**config.mk**
```make
export PLATFORM = sky130hd
export DESIGN_NAME = chip_vector_tester_flat
export DESIGN_NICKNAME = d
export VERILOG_FILES = /design/src/rtl/chip_vector_tester_pkg.sv /design/src/rtl/chip_vector_tester_if.sv /design/src/rtl/chip_vector_tester_pin_sync.sv /design/src/rtl/chip_vector_tester.sv /design/src/flat_wrapper.sv
export SDC_FILE = /design/constraint.sdc
export NUM_CORES = 1
export LEC_CHECK = 0
export BUFFER_PORTS_ARGS = -buffer_cell sky130_fd_sc_hd__buf_2
export CORE_ASPECT_RATIO = 0.7
export CORE_MARGIN = 5
export CORE_UTILIZATION = 45
export CTS_CLUSTER_DIAMETER = 100
export DETAILED_ROUTE_END_ITERATION = 7
export HOLD_SLACK_MARGIN = 0.08
export PLACE_DENSITY = 0.71
export REMOVE_ABC_BUFFERS = 1
export SYNTH_ARGS = -nofsm -noshare
export SYNTH_HDL_FRONTEND = slang
export SYNTH_SLANG_ARGS = --single-unit
```
**constraint.sdc**
```tcl
create_clock -name Clk -period 8.2 [get_ports Clk]
set_clock_uncertainty 0.1 [all_clocks]
set_input_delay 1.64 -clock Clk [delete_from_list [all_inputs] [get_ports Clk]]
set_output_delay 1.64 -clock Clk [all_outputs]
set_load 0.1 [all_outputs]
```
**src/rtl/chip_vector_tester_pkg.sv**
```systemverilog
// Shared types and constants for the table-driven DIP chip tester.
package chip_tester_pkg;

  typedef enum logic [2:0] {IDLE, FETCH, DRIVE, SETTLE, SAMPLE, DONE} state_e;

  // Vector address width; never narrower than one bit.
  function automatic int unsigned vec_aw(input int unsigned num_vec);
    return (num_vec <= 2) ? 1 : $clog2(num_vec);
  endfunction

  // Supply pin bit positions (Pin7 = GND, Pin14 = VCC) for the ROM builders.
  localparam int unsigned PIN_GND = 6;
  localparam int unsigned PIN_VCC = 13;

endpackage

```
**src/rtl/chip_vector_tester_if.sv**
```systemverilog
// Host, vector-ROM and pin-buffer signals of the chip tester.
interface chip_vector_tester_if #(
  parameter int unsigned NUM_PINS = 14,
  parameter int unsigned VEC_AW   = 4
);
  logic                Start;
  logic [VEC_AW:0]     vec_count;
  logic [NUM_PINS-1:0] dir_mask;
  logic [VEC_AW-1:0]   vec_addr;
  logic [NUM_PINS-1:0] vec_drive;
  logic [NUM_PINS-1:0] vec_expect;
  logic [NUM_PINS-1:0] vec_care;
  logic [NUM_PINS-1:0] pin_out;
  logic [NUM_PINS-1:0] pin_oe;
  logic [NUM_PINS-1:0] pin_in;
  logic                Busy;
  logic                Done;
  logic                Pass;
  logic [VEC_AW-1:0]   Fail_idx;
  logic [NUM_PINS-1:0] Fail_pins;

  modport slave (
    input  Start, vec_count, dir_mask, vec_drive, vec_expect, vec_care, pin_in,
    output vec_addr, pin_out, pin_oe, Busy, Done, Pass, Fail_idx, Fail_pins
  );

  modport master (
    output Start, vec_count, dir_mask, vec_drive, vec_expect, vec_care, pin_in,
    input  vec_addr, pin_out, pin_oe, Busy, Done, Pass, Fail_idx, Fail_pins
  );
endinterface

```
**src/rtl/chip_vector_tester_pin_sync.sv**
```systemverilog
// Two-flop synchroniser for the asynchronous pin readback bus.
module pin_sync #(
  parameter int unsigned WIDTH = 14
) (
  input  logic             i_clk,
  input  logic             i_rst,
  input  logic [WIDTH-1:0] i_async,
  output logic [WIDTH-1:0] o_sync
);
  logic [WIDTH-1:0] r_meta;
  logic [WIDTH-1:0] r_sync;

  always_ff @(posedge i_clk or posedge i_rst) begin
    if (i_rst) begin
      r_meta <= '0;
      r_sync <= '0;
    end else begin
      r_meta <= i_async;
      r_sync <= r_meta;
    end
  end

  assign o_sync = r_sync;
endmodule

```
**src/rtl/chip_vector_tester.sv**
```systemverilog
// Steps through an external vector ROM, drives/samples DUT pins and reports the first mismatch.
module chip_vector_tester
  import chip_tester_pkg::*;
#(
  parameter int unsigned NUM_PINS      = 14,
  parameter int unsigned NUM_VEC       = 16,
  parameter int unsigned SETTLE_CYCLES = 4,
  parameter int unsigned STOP_ON_FAIL  = 1,
  localparam int unsigned VEC_AW       = vec_aw(NUM_VEC)
) (
  input logic                   Clk,
  input logic                   Reset,
  chip_vector_tester_if.slave   bus
);
  localparam int unsigned CNT_W = $clog2(SETTLE_CYCLES + 1);

  state_e              r_state;
  logic [VEC_AW-1:0]   r_idx;
  logic [VEC_AW-1:0]   r_last;
  logic [VEC_AW-1:0]   r_vec_addr;
  logic [CNT_W-1:0]    r_cnt;
  logic [NUM_PINS-1:0] r_pin_out;
  logic [NUM_PINS-1:0] r_pin_oe;
  logic [NUM_PINS-1:0] r_expect;
  logic [NUM_PINS-1:0] r_care;
  logic                r_fail;
  logic                r_busy;
  logic                r_done;
  logic                r_pass;
  logic [VEC_AW-1:0]   r_fail_idx;
  logic [NUM_PINS-1:0] r_fail_pins;

  logic [NUM_PINS-1:0] w_sync_in;
  logic [NUM_PINS-1:0] w_mism;
  logic [VEC_AW:0]     w_count;

  pin_sync #(
    .WIDTH (NUM_PINS)
  ) u_pin_sync (
    .i_clk   (Clk),
    .i_rst   (Reset),
    .i_async (bus.pin_in),
    .o_sync  (w_sync_in)
  );

  assign w_count = (bus.vec_count > (VEC_AW + 1)'(NUM_VEC)) ? (VEC_AW + 1)'(NUM_VEC)
                                                            : bus.vec_count;
  // Driven pins are excluded so bus contention never reads as a failure.
  assign w_mism  = (w_sync_in ^ r_expect) & r_care & ~bus.dir_mask;

  always_ff @(posedge Clk or posedge Reset) begin
    if (Reset) begin
      r_state     <= IDLE;
      r_idx       <= '0;
      r_last      <= '0;
      r_vec_addr  <= '0;
      r_cnt       <= '0;
      r_pin_out   <= '0;
      r_pin_oe    <= '0;
      r_expect    <= '0;
      r_care      <= '0;
      r_fail      <= 1'b0;
      r_busy      <= 1'b0;
      r_done      <= 1'b0;
      r_pass      <= 1'b0;
      r_fail_idx  <= '0;
      r_fail_pins <= '0;
    end else begin
      r_done <= 1'b0;
      unique case (r_state)
        IDLE: begin
          if (bus.Start) begin
            r_pass      <= 1'b0;
            r_fail      <= 1'b0;
            r_fail_idx  <= '0;
            r_fail_pins <= '0;
            r_idx       <= '0;
            r_vec_addr  <= '0;
            r_last      <= VEC_AW'(w_count - 1'b1);
            r_busy      <= 1'b1;
            r_state     <= (w_count == '0) ? DONE : FETCH;
          end
        end
        FETCH: r_state <= DRIVE;
        DRIVE: begin
          r_pin_out <= bus.vec_drive & bus.dir_mask;
          r_pin_oe  <= bus.dir_mask;
          r_expect  <= bus.vec_expect & bus.vec_care;
          r_care    <= bus.vec_care;
          r_cnt     <= CNT_W'(SETTLE_CYCLES - 1);
          r_state   <= SETTLE;
        end
        SETTLE: begin
          if (r_cnt == '0) r_state <= SAMPLE;
          else             r_cnt   <= r_cnt - 1'b1;
        end
        SAMPLE: begin
          if ((w_mism != '0) && !r_fail) begin
            r_fail      <= 1'b1;
            r_fail_idx  <= r_idx;
            r_fail_pins <= w_mism;
          end
          // Termination is decided before the increment, so idx never wraps.
          if (((w_mism != '0) && (STOP_ON_FAIL != 0)) || (r_idx == r_last)) begin
            r_state <= DONE;
          end else begin
            r_idx      <= r_idx + 1'b1;
            r_vec_addr <= r_idx + 1'b1;
            r_state    <= FETCH;
          end
        end
        DONE: begin
          r_done   <= 1'b1;
          r_pass   <= ~r_fail;
          r_busy   <= 1'b0;
          r_pin_oe <= '0;
          r_state  <= IDLE;
        end
        default: r_state <= IDLE;
      endcase
    end
  end

  assign bus.vec_addr  = r_vec_addr;
  assign bus.pin_out   = r_pin_out;
  assign bus.pin_oe    = r_pin_oe;
  assign bus.Busy      = r_busy;
  assign bus.Done      = r_done;
  assign bus.Pass      = r_pass;
  assign bus.Fail_idx  = r_fail_idx;
  assign bus.Fail_pins = r_fail_pins;
endmodule
```
**src/flat_wrapper.sv**
```systemverilog
// flat-port wrapper written by rule: the top's interface ports become plain ports
module chip_vector_tester_flat import chip_tester_pkg::*;
#(
  parameter int unsigned NUM_PINS      = 14,
  parameter int unsigned NUM_VEC       = 16,
  parameter int unsigned SETTLE_CYCLES = 4,
  parameter int unsigned STOP_ON_FAIL  = 1,
  localparam int unsigned VEC_AW       = vec_aw(NUM_VEC)
)
  (Clk, Reset, bus_Start, bus_vec_count, bus_dir_mask, bus_vec_drive, bus_vec_expect, bus_vec_care, bus_pin_in, bus_vec_addr, bus_pin_out, bus_pin_oe, bus_Busy, bus_Done, bus_Pass, bus_Fail_idx, bus_Fail_pins);
  chip_vector_tester_if #(.NUM_PINS(NUM_PINS)) bus_i ();
  input logic Clk;
  input logic Reset;
  input wire logic [$bits(bus_i.Start)-1:0] bus_Start;
  input wire logic [$bits(bus_i.vec_count)-1:0] bus_vec_count;
  input wire logic [$bits(bus_i.dir_mask)-1:0] bus_dir_mask;
  input wire logic [$bits(bus_i.vec_drive)-1:0] bus_vec_drive;
  input wire logic [$bits(bus_i.vec_expect)-1:0] bus_vec_expect;
  input wire logic [$bits(bus_i.vec_care)-1:0] bus_vec_care;
  input wire logic [$bits(bus_i.pin_in)-1:0] bus_pin_in;
  output wire logic [$bits(bus_i.vec_addr)-1:0] bus_vec_addr;
  output wire logic [$bits(bus_i.pin_out)-1:0] bus_pin_out;
  output wire logic [$bits(bus_i.pin_oe)-1:0] bus_pin_oe;
  output wire logic [$bits(bus_i.Busy)-1:0] bus_Busy;
  output wire logic [$bits(bus_i.Done)-1:0] bus_Done;
  output wire logic [$bits(bus_i.Pass)-1:0] bus_Pass;
  output wire logic [$bits(bus_i.Fail_idx)-1:0] bus_Fail_idx;
  output wire logic [$bits(bus_i.Fail_pins)-1:0] bus_Fail_pins;
  assign bus_i.Start = bus_Start;
  assign bus_i.vec_count = bus_vec_count;
  assign bus_i.dir_mask = bus_dir_mask;
  assign bus_i.vec_drive = bus_vec_drive;
  assign bus_i.vec_expect = bus_vec_expect;
  assign bus_i.vec_care = bus_vec_care;
  assign bus_i.pin_in = bus_pin_in;
  assign bus_vec_addr = bus_i.vec_addr;
  assign bus_pin_out = bus_i.pin_out;
  assign bus_pin_oe = bus_i.pin_oe;
  assign bus_Busy = bus_i.Busy;
  assign bus_Done = bus_i.Done;
  assign bus_Pass = bus_i.Pass;
  assign bus_Fail_idx = bus_i.Fail_idx;
  assign bus_Fail_pins = bus_i.Fail_pins;
  chip_vector_tester #(.NUM_PINS(NUM_PINS), .NUM_VEC(NUM_VEC), .SETTLE_CYCLES(SETTLE_CYCLES), .STOP_ON_FAIL(STOP_ON_FAIL)) u_core (.Clk(Clk), .Reset(Reset), .bus(bus_i));
endmodule
```
==> results.txt <==
The flow ran to the end, and the final reports show no timing, DRC or antenna violations. The number of warnings issued by yosys came out at 0. After synthesis, the cell types taking the most area are sky130_fd_sc_hd__dfrtp_1 (62%), sky130_fd_sc_hd__nand2_1 (10%), sky130_fd_sc_hd__nand3_1 (3.7%). The overall routed net length came out at 11600 um. The worst-case vdd ir drop is 261 uV. The clock network latency to the later pin of the worst-skew pair is 410 ps.

The post-route minimum period is 3070 ps. The max-slew violation total from the final report came to 0. The biggest area contributor in the post-synthesis netlist is sky130_fd_sc_hd__dfrtp_1. The first-pass GRT wire length came out at 19300 um.

Leaving out fill and tap cells, the most frequent cell in the layout is sky130_fd_sc_hd__nand2_1. The average via count per standard cell came out at 5.03. The chip width is 134 um. The final antenna-violating net count is 0. Pin placement for this block handled 131 I/O pins. For this configuration, the core starts out at a cell density of 46.5%. The total of flip-flops plus latches after synthesis came out at 120. Across the whole layout, storage elements account for 3000 um2.

The final number of setup-violating endpoints came out at 0. The largest net degree at the start of global routing is 63. The class of the most critical hold timing path is reg -> reg.

The count of H-tree levels built during CTS came out at 4. The total grt overflow is 0. The core region is 10500 um2.

Clock-pin slew was measured on the worst setup and hold paths at 50 ps. The post-synth design cell area came out at 4870 um2. A synthesized cell averages 10.7 um2. The total via count in the routed design came out at 3703. The worst setup path is captured at a flip-flop. In the layout the commonest cells are sky130_fd_sc_hd__nand2_1 (135), sky130_fd_sc_hd__buf_2 (130), sky130_fd_sc_hd__dfrtp_1 (120), sky130_fd_sc_hd__nand3_1 (36). The number of port buffers came out at 130.

The type of element launching the critical path is a primary input. The maximum count of clock buffers along a single path is 2. The cell sitting at the root of the clock tree is a sky130_fd_sc_hd__clkbuf_16. The post-synthesis to final-layout area growth came out at 28.0%. Summed over all failing endpoints, the final setup total negative slack is 0 ps. The total half-perimeter wirelength after legalization and detailed placement is 8010 um. The number of max-cap violations is 0.

The leakage power came out at 3.28 nW. The final hold slack is 245 ps. The data arrival at the endpoint of the critical path came out at 3290 ps. The fraction of synthesis flops using an asynchronous set or reset pin came out at 100%. Setup repair after global routing left no endpoint under its margin.

The number of rows created at floorplan came out at 31. The routed length per instance is 15.8 um. The multi-input combinational cells in the finished layout cover a total of 1740 um2. The net count of the finished layout is 673. The number of antenna diodes in the final layout is 0. The data required time of the critical path came out at 8420 ps. The relative slew slack is 19.7%. The number of enable-type register cells in the synthesized netlist came out at 0. Clock tree synthesis inserted a total of 17 buffers. The fraction of final layout cells sized beyond drive strength 1 is 29.0%.

The number of standard cells after synthesis is 456. The number of global-route vias before repair came out at 3903. The full die area is 13000 um2.

The post-route DRC violation count came out at 0. The number of detailed-routing iterations run before antenna repair came out at 4. The sequential area share after synthesis is 61.6%. The number of antenna violations at the first check in global routing came out at 0.

For this run, the leading register cell type out of synthesis is sky130_fd_sc_hd__dfrtp_1. The worst-path maximum fanout is 19. The period utilization is 37.5%.

The first routing iteration left 207 violations. The total track usage is 18.8%. The critical path class is in -> reg.

The final number of hold-violating endpoints is 0. The routability-driven placement congestion ratio came out at 0.776. The number of different library cells in the post-synthesis netlist is 44. The achievable frequency came out at 325 MHz. Dividing total power by cell area gives a power density of 488 nW/um2. The buffer count from post-CTS setup fixing came out at 0. Gates resized during post-CTS repair numbered 0. At the pin with the least slew margin, the transition time is 1200 ps. The number of buffers added to fix hold violations after cts came out at 0. The number of clock sinks is 120. The overall die height came out at 97.1 um.

The share of the synthesized area in the top cell type came out at 61.6%. The count of filler cells inserted in the layout is 884. The TritonCTS clock tree is done.
==> cells by family after synthesis <==
family | after synthesis | share of synthesized area (%)
mux | 19 | 4.03
flops | 120 | 61.6
simple gates | 212 | 19.7
xor+xnor | 20 | 3.59
fa+ha+maj | 4 | 1.03
buf+inv | 34 | 3.03
compound gates | 47 | 7.06
==> synthesized netlist by cell type (all sizes together) (2+ instances only) <==
master,instances
nor3,5
nand3,37
nand2,135
a32oi,4
nor4,2
xor2,15
dfrtp,120
ha,4
a21oi,5
a22o,9
nor2b,6
clkbuf,12
nor4b,2
nor2,7
mux2i,17
a22oi,3
o21ai,18
buf,6
nand2b,6
or3,3
nand4,3
mux2,2
inv,16
xnor2,5
==> worst paths after layout <==
check                      depth (start not counted)                          end  slack (ps)                   startpoint
hold / removal                                     0  u_core.u_pin_sync.o_sync[7]         240  u_core.u_pin_sync.r_meta[7]
setup reg to reg                                   5         u_core.bus.pin_oe[3]        5720            u_core.r_state[2]
hold reg to reg                                    0  u_core.u_pin_sync.o_sync[7]         240  u_core.u_pin_sync.r_meta[7]
max in group asynchronous                          3       u_core.bus.Fail_idx[0]        5510                        Reset
min in group asynchronous                          2        u_core.bus.pin_out[7]        1260                        Reset
setup / recovery                                   5       u_core.bus.Fail_idx[3]        5130              bus_dir_mask[6]
==> worst max-delay path: stages <==
cell	delay [ps]
sky130_fd_sc_hd__buf_2	120
sky130_fd_sc_hd__or2b_2	290
sky130_fd_sc_hd__o32a_1	250
sky130_fd_sc_hd__a31oi_4	710
sky130_fd_sc_hd__mux2i_1	270
==> registers in the layout (all words and copies together) (netlist names), 3 cells and up <==
name and count:
u_core.bus.Fail_idx 4, u_core.bus.Fail_pins 14, u_core.bus.pin_oe 14, u_core.bus.pin_out 14, u_core.r_care 14, u_core.r_cnt 3, u_core.r_expect 14, u_core.r_idx 4
u_core.r_last 4, u_core.r_state 3, u_core.u_pin_sync.o_sync 14, u_core.u_pin_sync.r_meta 14
==> layout make-up <==
class | count | area share, %
inverter | 16 | 1.00
sequential | 120 | 48.1
tap | 132 | 2.65
clock buffer | 23 | 7.50
clock inverter | 9 | 1.97
multi-input combinational | 302 | 27.9
timing repair buffer | 134 | 10.9
==> routing by layer <==
metal,share of wire [%],GRT usage (%),vias up,wire length (um)
li1,-,-,1799,-
met1,46,25.2,1759,5360
met5,0,0,-,0
met2,43,27.9,132,5030
met3,9.3,7.30,13,1070
met4,1.1,6.65,0,132
==> through the flow <==
step / utilization, % / total power, W / setup WS (ps) / cells / area (um2)
3_5_place_dp: 53.9 / 0.00233 / 4710 / 704 / 5650
3_3_place_gp: 53.9 / 0.00229 / 4760 / 704 / 5650
4_1_cts: 59.6 / 0.00308 / 5100 / 736 / 6240
2_1_floorplan: - / 0.00202 / 3270 / 438 / 4790
5_1_grt: 59.6 / 0.00321 / 5020 / 736 / 6240
6_report: 59.6 / 0.00305 / 5130 / 736 / 6240
==> power breakdown <==
part | internal (W) | leakage, nW | switching, W
registers | 0.000790 | 1.51 | 0.000129
logic | 0.000282 | 1.47 | 0.00111
clock network | 0.000491 | 0.291 | 0.000249
total | 0.00156 | 3.28 | 0.00149
Power figures use the tool's default switching activity.
